**src/rtl/lfsr_range_rng.sv**
```systemverilog
// Fibonacci-LFSR random number generator. It returns a value inside [MIN_VAL, MAX_VAL] by
// rejection sampling, with a bounded-retry fallback. Define LFSR_FREE_RUN_EN to let the LFSR advance every cycle.
module lfsr_range_rng #(
    parameter int unsigned      WIDTH     = 14,
    parameter logic [WIDTH-1:0] TAPS      = WIDTH'(14'h2015),
    parameter logic [WIDTH-1:0] SEED      = '1,
    parameter logic [WIDTH-1:0] MIN_VAL   = WIDTH'(1000),
    parameter logic [WIDTH-1:0] MAX_VAL   = WIDTH'(5000),
    parameter int unsigned      MAX_TRIES = 16
) (
    input  logic             clk,
    input  logic             reset_n,
    input  logic             req,
    input  logic             resume_n,
    input  logic             seed_we,
    input  logic [WIDTH-1:0] seed_in,
    output logic [WIDTH-1:0] random,
    output logic             rnd_ready,
    output logic             fallback
);

    localparam int unsigned     TW       = $clog2(MAX_TRIES + 1);
    localparam logic [TW-1:0]   LAST_TRY = TW'(MAX_TRIES - 1);

    typedef enum logic [1:0] {IDLE, DRAW, READY} state_t;

    state_t           state, state_next;
    logic [WIDTH-1:0] lfsr, lfsr_next;
    logic [TW-1:0]    tries, tries_next;
    logic [WIDTH-1:0] random_next;
    logic             ready_next;
    logic             fallback_next;
    logic             advance;
    logic             in_range;
    logic             feedback;

    assign in_range = (lfsr >= MIN_VAL) && (lfsr <= MAX_VAL);
    assign feedback = ^(lfsr & TAPS);

    always_comb begin
        state_next    = state;
        tries_next    = tries;
        random_next   = random;
        ready_next    = rnd_ready;
        fallback_next = fallback;
`ifdef LFSR_FREE_RUN_EN
        advance       = 1'b1;
`else
        advance       = 1'b0;
`endif
        case (state)
            IDLE: begin
                tries_next    = '0;
                fallback_next = 1'b0;
                if (req) begin
                    state_next = DRAW;
                end
            end
            DRAW: begin
                if (in_range) begin
                    random_next = lfsr;
                    ready_next  = 1'b1;
                    state_next  = READY;
                end else if (tries == LAST_TRY) begin
                    random_next   = MIN_VAL;
                    fallback_next = 1'b1;
                    ready_next    = 1'b1;
                    state_next    = READY;
                end else begin
                    tries_next = tries + TW'(1);
                    advance    = 1'b1;
                end
            end
            READY: begin
                if (!resume_n) begin
                    ready_next = 1'b0;
                    state_next = IDLE;
                end
            end
            default: begin
                state_next = IDLE;
            end
        endcase
    end

    // A seed load beats both the lockup guard and advancing; a zero seed would lock the LFSR, so it maps to SEED
    always_comb begin
        lfsr_next = lfsr;
        if (seed_we) begin
            lfsr_next = (seed_in == '0) ? SEED : seed_in;
        end else if (lfsr == '0) begin
            lfsr_next = SEED;
        end else if (advance) begin
            lfsr_next = {lfsr[WIDTH-2:0], feedback};
        end
    end

    always_ff @(posedge clk or negedge reset_n) begin
        if (!reset_n) begin
            state     <= IDLE;
            lfsr      <= SEED;
            tries     <= '0;
            random    <= '0;
            rnd_ready <= 1'b0;
            fallback  <= 1'b0;
        end else begin
            state     <= state_next;
            lfsr      <= lfsr_next;
            tries     <= tries_next;
            random    <= random_next;
            rnd_ready <= ready_next;
            fallback  <= fallback_next;
        end
    end

endmodule

```
**config.mk**
```make
export PLATFORM = sky130hd
export DESIGN_NAME = lfsr_range_rng
export DESIGN_NICKNAME = d
export VERILOG_FILES = /design/src/rtl/lfsr_range_rng.sv
export SDC_FILE = /design/constraint.sdc
export NUM_CORES = 1
export LEC_CHECK = 0
export BUFFER_PORTS_ARGS = -buffer_cell sky130_fd_sc_hd__buf_4
export CORE_ASPECT_RATIO = 1.2
export CORE_MARGIN = 10
export CORE_UTILIZATION = 29
export DETAILED_ROUTE_END_ITERATION = 16
export PLACE_DENSITY_LB_ADDON = 0.3
export REMOVE_ABC_BUFFERS = 1
export SYNTH_ARGS = -nofsm -noshare
export SYNTH_HDL_FRONTEND = slang
export SYNTH_SLANG_ARGS = --single-unit
```
**constraint.sdc**
```tcl
create_clock -name clk -period 1.8 [get_ports clk]
set_input_delay 0.18 -clock clk [delete_from_list [all_inputs] [get_ports clk]]
set_output_delay 0.18 -clock clk [all_outputs]
set_load 0.01 [all_outputs]
```
==> run_results.csv, run 1 <==
group,metric,value,unit
routing,route.detailed.drc,0,
floorplanning,fp.dieH,108,µm
timing,setup_viol,6,
placement,pre_cts_ws,-106,ps
finish,antenna_cells,0,
timing,finalMaxSlewViolations,0,
clocking,clk_latency,300,ps
synth,synthCells,176,
run,cap_violations,0,
grt,antenna_found_initial,0,
floorplanning,coreArea,6370,µm²
clocking,clk_pin_slew,80,ps
finish,fin_util,0.437,
floorplanning,initial_core_util,0.296,
synth,synth-seq-cells,37,
critical_path,r2r_end,"random[11]",
routing,ant_nets,0,
finish,multiInputGateArea,1020,µm²
synth,synth_top_flop_cell,"dfrtp_1",
synth,syn_area_per_cell,10.7,µm²
placement,dp_hpwl,4.01,mm
finish,drive_gt1_frac,0.506,
worst_hold_path,worstHoldPathCells,3,
timing,finalSetupTns,-56.4,ps
clocking,root_buffer,"clkbuf_8",
power_and_ir_drop,power.density,1720,nW/µm²
synth,synth_commonest_cells,"23 x dfrtp_1, 19 x nor2_1, 15 x a31oi_1, 14 x dfstp_2, 14 x o2bb2ai_1",
worst_hold_path,hold_path.class,"in -> reg",
worst_hold_path,hold_start,"req",
critical_path,cp-end-kind,"flop",
critical_path,reg2reg_depth,6,
finish,seqCellArea,943,µm²
floorplanning,ios,35,
timing,timing.final.crit_share,1.01,
critical_path,critPathRequiredTime,1980,ps
critical_path,r2r_start,"lfsr[5]",
timing,timing.final.crit_period,1820,ps
power_and_ir_drop,ir_worst_vdd,0.563,mV
worst_hold_path,min_to,"state[0]",
placement,postPlaceCellArea,2440,µm²
synth,async_flop_share,1.00,
finish,nets,267,
clocking,clock_path_buffers,2,
synth,synth.most_common_cell,"dfrtp_1",
synth,ys_warn_count,0,
routing,wl_per_cell,16.6,µm
grt,grt_pass1_vias,1792,
routing,routed_via_density,5.03,
clocking,cts_tree,"built",
placement,gp_congestion,0.822,
routing,dr.pass1.iters,4,
routing,drtIter0Drc,94,
timing,hold_violations,0,
routing,vias,1671,
clocking,h-tree-depth,2,
timing,rsz0062_at_grt,"yes",
finish,fillers,612,
grt,grt_pass1_wl,8.83,mm
routing,wirelength,5.52,mm
timing,slew_headroom,0.689,
critical_path,path_max_fanout,5,
timing,final.setup.worst_slack,-19.7,ps
timing,max_freq,0.550,GHz
grt,grt_max_degree,38,
outcome,outcome,"finished with violations",
grt,grt.total_usage,0.109,
outcome,violations,"negative setup slack",
synth,synth_top_cell_area_share,0.305,
synth,synth_top_area_cell,"dfrtp_1",
placement,place.port_buffers,34,
timing,holdWs,92.9,ps
floorplanning,dieArea,10100,µm²
finish,final_area,2780,µm²
power_and_ir_drop,p_leak,1.16,nW
synth,synth_area,1880,µm²
critical_path,arrival,2000,ps
synth,synth.area.top_cells,"dfrtp_1 31%, dfstp_2 20%, o2bb2ai_1 6.5%",
critical_path,startpoint,"lfsr[5]",
timing,finalClockSkew,12.2,ps
timing,worstMarginPinSlew,467,ps
synth,synth_edf_count,0,
synth,yosysUniqueCellTypes,44,
critical_path,crit_path_start_kind,"flop",
critical_path,critPathKind,"reg -> reg",
synth,yosysSeqAreaShare,0.501,
floorplanning,row_count,32,
grt,grt-ovfl-total,0,
critical_path,reg2reg_slack,-20,ps
clocking,cts_buffers,5,
floorplanning,die_w,93.6,µm
finish,syn2layout_area_growth,47.5,%
clocking,clock-sinks,37,
==> per-stage QoR <==
stage	power (mW)	std cells
after global routing	5.08	332
after global placement	3.66	319
after CTS	4.46	328
final	4.77	332
after floorplan	2.55	164
after detailed placement	3.66	319
==> final cells by class <==
type                            count  area share
Tap cell                           85      0.0383
Sequential cell                    37       0.339
Clock inverter                      3      0.0158
Clock buffer                        5      0.0248
Inverter                            3     0.00405
Multi-Input combinational cell    125       0.367
Timing Repair Buffer               74       0.210
==> worst max path at each step <==
stage / endpoint / slack, ps / cells past startpoint
2_1_floorplan: lfsr[11] / -170 / 6
3_3_place_gp: lfsr[6] / -80 / 7
3_5_place_dp: lfsr[6] / -110 / 7
4_1_cts: tries[4] / 8 / 7
5_1_grt: lfsr[12] / -110 / 6
6_report: random[11] / -20 / 6
==> critical path, stage by stage, from the launching register on <==
cell,delay [ps]
dfstp_2,540
nand2b_1,90
nor4_4,360
o22ai_4,140
buf_4,170
a21o_4,220
a22o_1,180
==> registers in the layout, summed over array words and instances (netlist names) <==
register and count:
fallback 1, rnd_ready 1, random 14, state 2, tries 5, lfsr 14
==> timing repair <==
item	CTS	global route
hold buffers	1	0
cloned	0	2
gates resized for setup	5	29
setup buffers	0	2
pin swaps	5	9
hold endpoints to repair	23	0
endpoints found under the setup margin	29	36
==> cell usage in the layout (no fill, tap or decap), drive strengths merged, types with 2 or more instances in the layout <==
cell type,netlist,routed
o21ai,4,4
nor2,21,21
o211ai,5,5
clkbuf,5,5
a21oi,3,3
a31oi,15,15
ha,2,2
inv,3,4
a21o,1,2
o2bb2ai,14,14
nand4,2,2
nor4,7,7
buf,7,73
dfstp,14,14
xnor2,2,2
a22o,8,8
nor3,4,4
nand2,11,11
and3,2,2
dfrtp,23,23
nand3,3,3
o22a,7,7
==> logic make-up (layout without fill, tap and decap cells) <==
group                    count (synthesis)  count (layout)  share of synthesized area
XOR/XNOR                                 3               3                     0.0139
buffers and inverters                   15              85                     0.0458
flip-flops                              37              37                      0.501
AO/OA/AOI/OAI                           63              64                      0.264
AND/OR/NAND/NOR                         56              56                      0.162
adder cells (fa/ha/maj)                  2               2                     0.0133
==> report_power, final <==
part / internal [mW] / switching [mW]
logic: 1.25 / 1.29
clock network: 0.415 / 0.321
registers: 1.26 / 0.231
==> routing by layer <==
layer | vias to the layer above | global-route usage | share of wire
met4 | 0 | 0.0500 | 0.012
met3 | 6 | 0.0333 | 0.046
met5 | - | 0 | 0
met2 | 35 | 0.178 | 0.51
met1 | 808 | 0.128 | 0.43
li1 | 822 | - | -
Power figures use the tool's default switching activity.
==> run 2: changes to the inputs <==
- CTS_BUF_LIST: unset -> sky130_fd_sc_hd__clkbuf_8
- MAX_ROUTING_LAYER: unset -> met4
==> run 2 against run 1 <==
  * The flow still finishes with violations (negative setup slack)
  * Maximum frequency hardly changed
  * Routed wire length is 0.11% lower
  * Cell count stayed put
  * Worst setup slack better by 1.4 ps
  * Worst hold slack better by 2.2 ps
  * Critical path depth stayed put
  * Total power hardly changed
  * Register-to-register slack hardly changed
  * Sequential power hardly changed
==> run_results.csv, run 2 (synthesized netlist as in run 1, its figures left out) <==
group,metric,value,unit
critical_path,startpoint,"lfsr[5]",
clocking,clk_pin_slew,80,ps
clocking,root_buffer,"clkbuf_8",
finish,reg_top3,"lfsr x14, random x14, tries x5",
worst_hold_path,hold_start,"req",
routing,routed_via_density,5.05,
routing,route.detailed.drc,0,
finish,mostFrequentLayoutCell,"buf_4",
critical_path,critPathRequiredTime,1980,ps
grt,antenna_found_initial,0,
routing,vias,1676,
power_and_ir_drop,p_leak,1.16,nW
timing,final.setup.worst_slack,-18.3,ps
grt,grt-ovfl-total,0,
clocking,h-tree-depth,2,
routing,drtIter0Drc,99,
finish,antenna_cells,0,
routing,ant_nets,0,
timing,worstMarginPinSlew,461,ps
timing,holdWs,95.1,ps
worst_hold_path,hold_path.class,"in -> reg",
placement,gp_congestion,0.834,
grt,grt_pass1_wl,8.82,mm
placement,place.port_buffers,34,
power_and_ir_drop,p_total,4.77,mW
timing,finalClockSkew,12.5,ps
timing,max_freq,0.550,GHz
timing,finalMaxSlewViolations,0,
finish,syn2layout_area_growth,47.5,%
timing,timing.final.crit_period,1820,ps
clocking,cts_buffers,5,
timing,rsz0062_at_grt,"yes",
floorplanning,die_w,93.6,µm
critical_path,path_max_fanout,5,
clocking,clk_latency,290,ps
grt,grt_max_degree,38,
run,cap_violations,0,
placement,dp_hpwl,4.01,mm
routing,wl_per_cell,16.6,µm
outcome,violations,"negative setup slack",
timing,timing.final.crit_share,1.01,
timing,finalSetupTns,-51.5,ps
grt,grt.total_usage,0.112,
finish,layout_common_cells,"66 x buf_4, 23 x dfrtp_1, 19 x nor2_1",
critical_path,critPathKind,"reg -> reg",
clocking,clock-sinks,37,
timing,setup_viol,6,
power_and_ir_drop,ir_worst_vdd,0.562,mV
timing,hold_violations,0,
routing,wirelength,5.51,mm
power_and_ir_drop,power.density,1720,nW/µm²
critical_path,arrival,2000,ps
floorplanning,row_count,32,
critical_path,crit_path_start_kind,"flop",
grt,grt_pass1_vias,1791,
finish,drive_gt1_frac,0.506,
finish,fillers,612,
floorplanning,initial_core_util,0.296,
outcome,outcome,"finished with violations",
timing,slew_headroom,0.693,
floorplanning,coreArea,6370,µm²
critical_path,r2r_start,"lfsr[5]",
floorplanning,fp.dieH,108,µm
clocking,cts_tree,"built",
critical_path,cp-end-kind,"flop",
floorplanning,dieArea,10100,µm²
routing,dr.pass1.iters,4,
clocking,clock_path_buffers,2,
finish,nets,267,
floorplanning,ios,35,
## run 2: cell counts in the layout (fill, tap and decap cells not counted)
Identical to the previous run, type by type.
## run 2: final cells by class
cell class	count	area (µm²)	area share
Clock inverter	3	43.8	0.0158
Multi-Input combinational cell	125	1020	0.367
Tap cell	85	106	0.0383
Timing Repair Buffer	74	584	0.210
Clock buffer	5	68.8	0.0248
Sequential cell	37	943	0.339
Inverter	3	11.3	0.00405
## run 2: layer usage
layer | share of wire | GRT usage | up-vias
li1 | - | - | 821
met1 | 0.44 | 0.129 | 811
met2 | 0.51 | 0.179 | 40
met3 | 0.042 | 0.0277 | 4
met4 | 0.010 | 0.0500 | 0
met5 | 0 | - | -
## run 2: worst max-delay path, stage by stage, from the launching register on
cell and delay, ps:
dfstp_2 540, nand2b_1 90, nor4_4 360, o22ai_4 140, buf_4 170, a21o_4 220, a22o_1 180
## run 2: worst paths after layout
check / end / slack [ps] / depth (start not counted)
max: random[11] / -20 / 6
min: state[0] / 100 / 3
max reg2reg: random[11] / -20 / 6
min reg2reg: random[13] / 490 / 1
max in group asynchronous: lfsr[4] / 1070 / 2
min in group asynchronous: random[10] / 370 / 2
## run 2: where the power goes
group / leakage [nW] / switching, mW / total, mW / internal [mW]
registers: 0.431 / 0.232 / 1.49 / 1.26
clock network: 0.0585 / 0.319 / 0.734 / 0.415
logic: 0.668 / 1.29 / 2.54 / 1.25
total: 1.16 / 1.84 / 4.77 / 2.92
## run 2: stage by stage
step | util | worst slack [ps] | instances | cell area, µm²
after floorplan | - | -173 | 164 | 1810
after global placement | 0.383 | -83.9 | 319 | 2440
after detailed placement | 0.383 | -106 | 319 | 2440
after CTS | 0.406 | 7.50 | 328 | 2590
after global routing | 0.437 | -109 | 332 | 2780
final | 0.437 | -18.3 | 332 | 2780
## run 2: what timing repair did
action                     4_1_cts  5_1_grt
hold buffers                     1        0
hold endpoints to repair        23        0
gates resized for setup          5       29
setup endpoints to repair       29       36
pin swaps                        5        9
buffers inserted                 0        2
cloned                           0        2
